`src/rtl/rv_db_split.sv`:
```
// rtl/rv_db_split.sv - RV32 load/store unit to Wishbone-classic with misaligned split, bus error and timeout
module rv_db_split #(
    parameter int SPLIT_MISALIGN = 1,
    parameter int TIMEOUT_CYCLES = 256
) (
    input  logic        clk_i,
    input  logic        rst_i,
    input  logic        valid_i,
    input  logic        cmd_dbus_i,
    input  logic        cmd_dbus_store_i,
    input  logic        cmd_dbus_byte_i,
    input  logic        cmd_dbus_hword_i,
    input  logic        cmd_signed_i,
    input  logic [31:0] addr_i,
    input  logic [31:0] wdata_i,
    output logic [31:0] rdata_o,
    output logic        we_o,
    output logic        busy_o,
    output logic        misalign_o,
    output logic        fault_o,
    output logic        dbus_cyc_o,
    output logic        dbus_stb_o,
    output logic        dbus_we_o,
    output logic [3:0]  dbus_sel_o,
    output logic [29:0] dbus_adr_o,
    output logic [31:0] dbus_dat_o,
    input  logic        dbus_ack_i,
    input  logic        dbus_err_i,
    input  logic [31:0] dbus_dat_i
);

    typedef enum logic [1:0] {
        IDLE  = 2'd0,
        BEAT0 = 2'd1,
        BEAT1 = 2'd2
    } state_t;

    localparam bit          TO_EN   = (TIMEOUT_CYCLES != 0);
    localparam logic [15:0] TO_LAST = 16'(TIMEOUT_CYCLES - 1);

    state_t      state;
    logic [15:0] tcnt;

    // Captured request attributes, held for the whole access
    logic        store_q;
    logic        byte_q;
    logic        hword_q;
    logic        sgn_q;
    logic        split_q;
    logic [1:0]  off_q;
    logic [3:0]  sel1_q;
    logic [31:0] dat1_q;
    logic [31:0] beat0_q;

    // Request decode: lane masks and shifted data for both beats
    logic [1:0]  req_off;
    logic [3:0]  req_mask;
    logic        req_cross;
    logic [7:0]  req_sel_w;
    logic [63:0] req_dat_w;

    // Load data assembly
    logic [4:0]  ld_sh;
    logic [31:0] ld_raw;
    logic [31:0] ld_ext;

    assign busy_o = (state != IDLE) | we_o;

    // Decode the incoming request; upper halves of the wide shifts form the second beat
    always_comb begin
        req_off   = addr_i[1:0];
        req_mask  = 4'b1111;
        req_cross = (req_off != 2'd0);
        if (cmd_dbus_byte_i) begin
            req_mask  = 4'b0001;
            req_cross = 1'b0;
        end else if (cmd_dbus_hword_i) begin
            req_mask  = 4'b0011;
            req_cross = (req_off == 2'd3);
        end
        req_sel_w = {4'b0000, req_mask} << req_off;
        req_dat_w = {32'h0000_0000, wdata_i} << {req_off, 3'b000};
    end

    // Align returned data to bit 0, merging both beats of a split, then extend
    always_comb begin
        ld_sh = {off_q, 3'b000};
        if (split_q) begin
            ld_raw = 32'({dbus_dat_i, beat0_q} >> ld_sh);
        end else begin
            ld_raw = dbus_dat_i >> ld_sh;
        end
        if (byte_q) begin
            ld_ext = {{24{sgn_q & ld_raw[7]}}, ld_raw[7:0]};
        end else if (hword_q) begin
            ld_ext = {{16{sgn_q & ld_raw[15]}}, ld_raw[15:0]};
        end else begin
            ld_ext = ld_raw;
        end
    end

    // Access sequencer: capture, one or two locked beats, completion/abort with registered outputs
    always_ff @(posedge clk_i or posedge rst_i) begin
        if (rst_i) begin
            state      <= IDLE;
            tcnt       <= 16'd0;
            store_q    <= 1'b0;
            byte_q     <= 1'b0;
            hword_q    <= 1'b0;
            sgn_q      <= 1'b0;
            split_q    <= 1'b0;
            off_q      <= 2'd0;
            sel1_q     <= 4'd0;
            dat1_q     <= 32'd0;
            beat0_q    <= 32'd0;
            rdata_o    <= 32'd0;
            we_o       <= 1'b0;
            misalign_o <= 1'b0;
            fault_o    <= 1'b0;
            dbus_cyc_o <= 1'b0;
            dbus_stb_o <= 1'b0;
            dbus_we_o  <= 1'b0;
            dbus_sel_o <= 4'd0;
            dbus_adr_o <= 30'd0;
            dbus_dat_o <= 32'd0;
        end else begin
            we_o       <= 1'b0;
            misalign_o <= 1'b0;
            fault_o    <= 1'b0;
            case (state)
                IDLE: begin
                    if (valid_i && cmd_dbus_i) begin
                        store_q <= cmd_dbus_store_i;
                        byte_q  <= cmd_dbus_byte_i;
                        hword_q <= cmd_dbus_hword_i & ~cmd_dbus_byte_i;
                        sgn_q   <= cmd_signed_i;
                        split_q <= req_cross;
                        off_q   <= req_off;
                        sel1_q  <= req_sel_w[7:4];
                        dat1_q  <= req_dat_w[63:32];
                        if (req_cross && (SPLIT_MISALIGN == 0)) begin
                            misalign_o <= 1'b1;
                        end else begin
                            dbus_cyc_o <= 1'b1;
                            dbus_stb_o <= 1'b1;
                            dbus_we_o  <= cmd_dbus_store_i;
                            dbus_adr_o <= addr_i[31:2];
                            dbus_sel_o <= req_sel_w[3:0];
                            dbus_dat_o <= req_dat_w[31:0];
                            tcnt       <= 16'd0;
                            state      <= BEAT0;
                        end
                    end
                end
                BEAT0, BEAT1: begin
                    if (dbus_err_i) begin
                        dbus_cyc_o <= 1'b0;
                        dbus_stb_o <= 1'b0;
                        fault_o    <= 1'b1;
                        state      <= IDLE;
                    end else if (dbus_ack_i) begin
                        if ((state == BEAT0) && split_q) begin
                            // Bus stays locked: cyc/stb held high into the second beat
                            beat0_q    <= dbus_dat_i;
                            dbus_adr_o <= dbus_adr_o + 30'd1;
                            dbus_sel_o <= sel1_q;
                            dbus_dat_o <= dat1_q;
                            tcnt       <= 16'd0;
                            state      <= BEAT1;
                        end else begin
                            dbus_cyc_o <= 1'b0;
                            dbus_stb_o <= 1'b0;
                            state      <= IDLE;
                            if (!store_q) begin
                                rdata_o <= ld_ext;
                                we_o    <= 1'b1;
                            end
                        end
                    end else if (TO_EN && (tcnt == TO_LAST)) begin
                        dbus_cyc_o <= 1'b0;
                        dbus_stb_o <= 1'b0;
                        fault_o    <= 1'b1;
                        state      <= IDLE;
                    end else begin
                        tcnt <= tcnt + 16'd1;
                    end
                end
                default: begin
                    dbus_cyc_o <= 1'b0;
                    dbus_stb_o <= 1'b0;
                    state      <= IDLE;
                end
            endcase
        end
    end

endmodule

```
`config.mk`:
```
export PLATFORM = sky130hd
export DESIGN_NAME = rv_db_split
export DESIGN_NICKNAME = d
export VERILOG_FILES = /design/src/rtl/rv_db_split.sv
export SDC_FILE = /design/constraint.sdc
export NUM_CORES = 1
export LEC_CHECK = 0
export BUFFER_PORTS_ARGS = -buffer_cell sky130_fd_sc_hd__buf_2
export CORE_ASPECT_RATIO = 0.6
export CORE_MARGIN = 4
export CORE_UTILIZATION = 56
export DETAILED_ROUTE_END_ITERATION = 10
export GPL_TIMING_DRIVEN = 0
export HOLD_SLACK_MARGIN = 0.06
export PLACE_DENSITY_LB_ADDON = 0.08
export REMOVE_ABC_BUFFERS = 1
export SETUP_SLACK_MARGIN = 0.05
export SLEW_MARGIN = 15
export SYNTH_ARGS = -nofsm -noshare
export SYNTH_HDL_FRONTEND = slang
export SYNTH_SLANG_ARGS = --single-unit
```
`constraint.sdc`:
```
create_clock -name clk_i -period 7.2 [get_ports clk_i]
set_input_delay 0.72 -clock clk_i [delete_from_list [all_inputs] [get_ports clk_i]]
set_output_delay 0.72 -clock clk_i [all_outputs]
set_load 0.1 [all_outputs]
```
==> results.py, run 1 <==
metrics = {
    "synth": {
        "netlist_area_um2": 10600,
        "synth_ff_type": "dfrtp_1",
        "ys_types": 77,
        "yosysSeqAreaShare": 0.436,
        "netlist.area_leader.share": 0.436,
        "synthCells": 1057,
        "synthTopCellsByArea": "dfrtp_1 44%, mux2_2 6.7%, mux2i_1 5.5%, mux4_2 4.7%, nor2_1 4.0%",
        "synth-edff-count": 0,
        "ys_top_cells_by_count": "185 x dfrtp_1, 112 x nor2_1, 99 x nand2_1, 74 x a21oi_1, 68 x o21ai_0",
        "ys_ff_latch": 185,
        "synth_top_cell_by_area": "dfrtp_1",
        "syn_avg_cell_area_um2": 10.0,
        "async_flop_share": 1.00,
        "synth_warnings": 0,
        "yosysMostFrequentCell": "dfrtp_1",
    },
    "cts": {
        "root_buffer": "clkbuf_16",
        "clock_latency_ns": 0.43,
        "ctsHoldBuffers": 0,
        "cts_max_level": 4,
        "cts_buffers": 17,
        "cts_sinks": 185,
        "cts_setup_buffers": 0,
        "clk_pin_slew_ns": 0.07,
        "cts_max_path_buffers": 2,
        "cts_tree": "built",
        "cts_resized": 0,
    },
    "run": {
        "cap_violations": 0,
    },
    "sta": {
        "period_share": 0.486,
        "hold_viol": 0,
        "fin_worst_skew_ns": 0.0107,
        "setup-tns-final_ns": 0,
        "rsz0062_at_grt": "no",
        "finalSetupViolCount": 0,
        "fmax_mhz": 286,
        "worst_slew_pin_slew_ns": 1.08,
        "period_needed_ns": 3.50,
        "slew_viol_final": 0,
        "slew_headroom": 0.282,
    },
    "global_routing": {
        "grt_pass1_wl_um": 46600,
        "grt_pass1_vias": 8661,
        "antenna_found_initial": 0,
        "overflow": 0,
        "grtUsageTotal": 0.274,
        "grt_max_degree": 99,
    },
    "drt": {
        "drt_iter0_markers": 902,
        "vias": 9233,
        "post_drt_wl_per_cell_um": 19.6,
        "ant_nets": 0,
        "finalWirelength_um": 28900,
        "drc": 0,
        "drt_first_pass_iters": 5,
        "vias_per_cell": 6.26,
    },
    "floorplan": {
        "die_w_um": 186,
        "rows": 38,
        "io_pins": 211,
        "die_h_um": 115,
        "floorplan.initialDensity": 0.579,
        "fp.coreArea_um2": 18400,
        "die-area_um2": 21300,
    },
    "placed_design": {
        "dpl_cell_area_um2": 11800,
        "hpwl_um": 19900,
        "placed_cells": 1443,
        "port_buffers": 209,
        "place_congestion": 0.845,
    },
    "critical_path": {
        "rr_startpoint": "state[0]$_DFFE_PP0P_",
        "path_cells": "inv_1, ha_4, buf_16, inv_1, a2bb2oi_2, nor2_4, buf_12, o21a_1, a2bb2oi_1",
        "startpoint_type": "flop",
        "max_stage_delay_ns": 0.81,
        "r2r_slack_ns": 3.70,
        "rr_worst_depth": 9,
        "rr_endpoint": "dbus_adr_o[12]$_DFFE_PP0P_",
        "critPathTopFamily": "buffers and inverters",
        "worst_setup_path_end_kind": "flop",
        "path_depth": 9,
        "path_class": "reg2reg",
        "critPathArrivalTime_ns": 3.86,
        "cp_data_required_time_ns": 7.56,
        "timing.critical_path.buf_inv": 4,
        "slowest_stage": "inv_1",
        "critPathMaxFanout": 61,
        "cp_common_cell": "inv_1",
    },
    "cells_and_area": {
        "multiInputGateArea_um2": 5600,
        "final_core_util": 0.679,
        "ff_latch_area_um2": 4640,
        "fillerInstances": 1498,
        "drive_gt1_frac": 0.301,
        "area_growth_pct": 17.4,
        "fin_area_um2": 12500,
        "fin_nets": 1333,
        "stdcell_count": 1475,
    },
    "hold_path": {
        "min_path_type": "in2async",
    },
    "status": {
        "outcome": "completed",
    },
}
worst max-delay path by stage:
stage,start,endpoint,slack (ns)
2_1_floorplan,rst_i,beat0_q[0]$_DFFE_PP0P_,1.45
3_3_place_gp,rst_i,beat0_q[2]$_DFFE_PP0P_,-0.87
3_5_place_dp,state[0]$_DFFE_PP0P_,dbus_adr_o[12]$_DFFE_PP0P_,3.76
4_1_cts,state[0]$_DFFE_PP0P_,dbus_adr_o[12]$_DFFE_PP0P_,3.77
5_1_grt,state[0]$_DFFE_PP0P_,dbus_adr_o[12]$_DFFE_PP0P_,3.46
6_report,state[0]$_DFFE_PP0P_,dbus_adr_o[12]$_DFFE_PP0P_,3.70
cells by family after synthesis:
kind of cell / count (synthesis) / share of synthesized area
compound gates: 303 / 0.197
fa+ha+maj: 6 / 0.00683
buf+inv: 87 / 0.0407
flops: 185 / 0.436
mux: 144 / 0.171
other cells: 1 / 0.000353
simple gates: 331 / 0.148
flip-flops by register name, indices dropped and copies added, names as in the netlist:
signal,count
tcnt,16
we_o,1
split_q,1
rdata_o,32
dat1_q,24
state,2
off_q,2
store_q,1
sgn_q,1
sel1_q,3
byte_q,1
hword_q,1
dbus_dat_o,32
dbus_sel_o,4
dbus_stb_o,1
beat0_q,32
dbus_adr_o,30
fault_o,1
layer usage:
metal,track usage,routed length [um]
met2,0.382,12300
met1,0.444,14000
met3,0.0578,2400
met4,0.0490,200
met5,0,0
worst reg2reg max path, stage by stage (launching register included):
cell,delay [ns]
dfrtp_1,0.39
inv_1,0.09
ha_4,0.39
buf_16,0.27
inv_1,0.84
a2bb2oi_2,0.27
nor2_4,0.61
buf_12,0.27
o21a_1,0.15
a2bb2oi_1,0.15
final cells by class:
cell class	instances	share of cell area
multi-input combinational	785	0.449
sequential	185	0.372
timing repair buffer	218	0.0994
clock buffer	25	0.0414
tap	240	0.0241
clock inverter	6	0.00893
inverter	15	0.00512
antenna	1	0.000201
cell usage in the layout, fill, tap and decap left out, types with 6 or more instances in the layout:
cell / synthesis / layout
and3_1: 10 / 10
o21ai_0: 68 / 68
inv_1: 14 / 13
nor2_1: 112 / 112
buf_2: 15 / 209
mux2i_1: 58 / 58
a211oi_1: 14 / 14
a2bb2oi_1: 10 / 10
o22ai_1: 15 / 15
clkbuf_16: 0 / 17
a221o_1: 8 / 8
nand3_1: 19 / 18
o22a_1: 26 / 26
clkbuf_8: 0 / 6
nor3_1: 19 / 18
nor4_1: 7 / 7
and2_1: 13 / 13
o31ai_1: 10 / 10
o41ai_1: 9 / 9
mux2_2: 63 / 63
nand4_1: 14 / 14
a31oi_1: 9 / 9
dfrtp_1: 185 / 182
a221oi_1: 18 / 18
a21oi_1: 74 / 74
nand2_1: 99 / 99
mux4_2: 22 / 22
stage by stage:
step / hold WS (ns) / setup slack (ns)
after floorplan: 0.439 / 1.45
after global placement: 0.456 / -0.869
after detailed placement: 0.462 / 3.76
after CTS: 0.194 / 3.77
after global routing: 0.189 / 3.46
final: 0.199 / 3.70
Power of run 1 is left out: the tool's default activity adds up to more than one toggle a clock period on the data nets, which glitch-free logic cannot reach.
==> run 2: changes to the inputs <==
--- a/config.mk
+++ b/config.mk
@@ -8,7 +8,7 @@
 export BUFFER_PORTS_ARGS = -buffer_cell sky130_fd_sc_hd__buf_2
 export CORE_ASPECT_RATIO = 0.6
 export CORE_MARGIN = 4
-export CORE_UTILIZATION = 56
+export CORE_UTILIZATION = 51
 export DETAILED_ROUTE_END_ITERATION = 10
 export GPL_TIMING_DRIVEN = 0
 export HOLD_SLACK_MARGIN = 0.06
==> constraint.sdc (replaced) <==
create_clock -name clk_i -period 2.9 [get_ports clk_i]
set_input_delay 0.29 -clock clk_i [delete_from_list [all_inputs] [get_ports clk_i]]
set_output_delay 0.29 -clock clk_i [all_outputs]
set_load 0.1 [all_outputs]
==> results.py, run 2 (synthesis gave the netlist of run 1 again) <==
metrics = {
    "global_routing": {
        "overflow": 0,
        "antenna_found_initial": 1,
        "grtUsageTotal": 0.258,
        "grt_max_degree": 98,
        "grt_pass1_wl_um": 48500,
        "grt_pass1_vias": 8719,
    },
    "cells_and_area": {
        "fin_nets": 1348,
        "drive_gt1_frac": 0.312,
        "fillerInstances": 1762,
        "area_growth_pct": 19.1,
        "mostFrequentLayoutCells": "209 x buf_2, 182 x dfrtp_1, 112 x nor2_1",
        "largestRegisters": "beat0_q (32), dbus_dat_o (32), rdata_o (32)",
        "layout_commonest_cell": "buf_2",
    },
    "critical_path": {
        "rr_endpoint": "dbus_adr_o[24]$_DFFE_PP0P_",
        "path_depth": 9,
        "timing.critical_path.buf_inv": 4,
        "r2r_slack_ns": 0.24,
        "critPathMaxFanout": 38,
        "path_cells": "inv_1, ha_4, buf_16, clkinvlp_4, o2bb2ai_4, buf_12, nand2_8, nor4_1, a211o_1",
        "startpoint_type": "flop",
        "path_class": "reg2reg",
        "critPathArrivalTime_ns": 2.98,
        "critPathTopFamily": "buffers and inverters",
        "max_stage_delay_ns": 0.50,
        "cp_data_required_time_ns": 3.22,
        "rr_worst_depth": 9,
        "rr_startpoint": "state[0]$_DFFE_PP0P_",
        "slowest_stage": "ha_4",
        "worst_setup_path_end_kind": "flop",
    },
    "floorplan": {
        "fp.coreArea_um2": 20200,
        "floorplan.initialDensity": 0.525,
        "die_w_um": 194,
        "die-area_um2": 23300,
        "die_h_um": 120,
        "rows": 40,
        "io_pins": 211,
    },
    "drt": {
        "finalWirelength_um": 31200,
        "vias": 9412,
        "drt_first_pass_iters": 5,
        "post_drt_wl_per_cell_um": 20.5,
        "drt_iter0_markers": 770,
        "ant_nets": 0,
        "vias_per_cell": 6.18,
        "drc": 0,
    },
    "hold_path": {
        "hold_start": "cmd_dbus_store_i",
        "min_path_type": "in2reg",
        "min_to": "store_q$_DFFE_PP0P_",
        "hold_depth": 2,
    },
    "cts": {
        "cts_buffers": 17,
        "cts_sinks": 185,
        "root_buffer": "clkbuf_16",
        "clk_pin_slew_ns": 0.07,
        "cts_max_path_buffers": 2,
        "clock_latency_ns": 0.44,
        "cts_tree": "built",
        "cts_max_level": 4,
    },
    "status": {
        "outcome": "completed",
    },
    "sta": {
        "slew_headroom": 0.337,
        "period_needed_ns": 2.66,
        "fmax_mhz": 376,
        "setup_slack_ns": 0.243,
        "fin_worst_skew_ns": 0.00931,
        "slew_viol_final": 0,
        "worst_slew_pin_slew_ns": 0.991,
        "finalSetupViolCount": 0,
        "hold_viol": 0,
        "rsz0062_at_grt": "no",
        "period_share": 0.916,
    },
    "placed_design": {
        "place_ws_ns": -0.561,
        "port_buffers": 209,
        "hpwl_um": 20300,
        "place_congestion": 0.827,
    },
    "run": {
        "cap_violations": 0,
    },
}
[run 2: routing by layer]
layer	up-vias	GRT usage	wire length, um
met3	27	0.0522	2560
met4	2	0.0601	345
li1	4349	-	-
met5	-	0	13
met2	404	0.364	13300
met1	4630	0.406	15000
[run 2: per-stage QoR]
step           hold slack (ns)  std cells  area, um2   util  setup TNS, ns
2_1_floorplan            0.411        985      10200      -        -613.78
3_3_place_gp             0.455       1467      11600  0.575       -1374.70
3_5_place_dp             0.447       1475      11900  0.586         -29.21
4_1_cts                 0.0637       1512      12500  0.620              0
5_1_grt                 0.0709       1522      12600  0.626              0
6_report                0.0820       1523      12700  0.626              0
[run 2: worst max-delay path by stage]
stage | slack [ns] | endpoint | startpoint
CTS | 0.1 | dbus_adr_o[12]$_DFFE_PP0P_ | state[0]$_DFFE_PP0P_
global placement | -4.85 | tcnt[12]$_DFFE_PP0P_ | rst_i
global route | 0.11 | dbus_adr_o[24]$_DFFE_PP0P_ | state[0]$_DFFE_PP0P_
finish | 0.24 | dbus_adr_o[24]$_DFFE_PP0P_ | state[0]$_DFFE_PP0P_
detailed placement | -0.56 | dbus_adr_o[12]$_DFFE_PP0P_ | state[0]$_DFFE_PP0P_
floorplan | -2.42 | beat0_q[0]$_DFFE_PP0P_ | rst_i
[run 2: what timing repair did]
item | 4_1_cts | 5_1_grt
hold buffers | 1 | 0
endpoints found under the hold margin | 88 | 0
pin swaps | 1 | 3
gates resized for setup | 4 | 1
setup buffers | 3 | 7
gates cloned | 2 | 3
setup endpoints to repair | 90 | 17
[run 2: final cells by class]
type,instances,area [um2],area share
antenna,1,2.50,0.000198
timing repair buffer,229,1330,0.105
tap,273,342,0.0270
timing repair inverter,2,10.0,0.000791
sequential,185,4640,0.367
clock buffer,19,453,0.0358
clock inverter,12,166,0.0132
multi-input combinational,787,5640,0.445
inverter,15,71.3,0.00564
Power of run 2 is left out for the same reason.
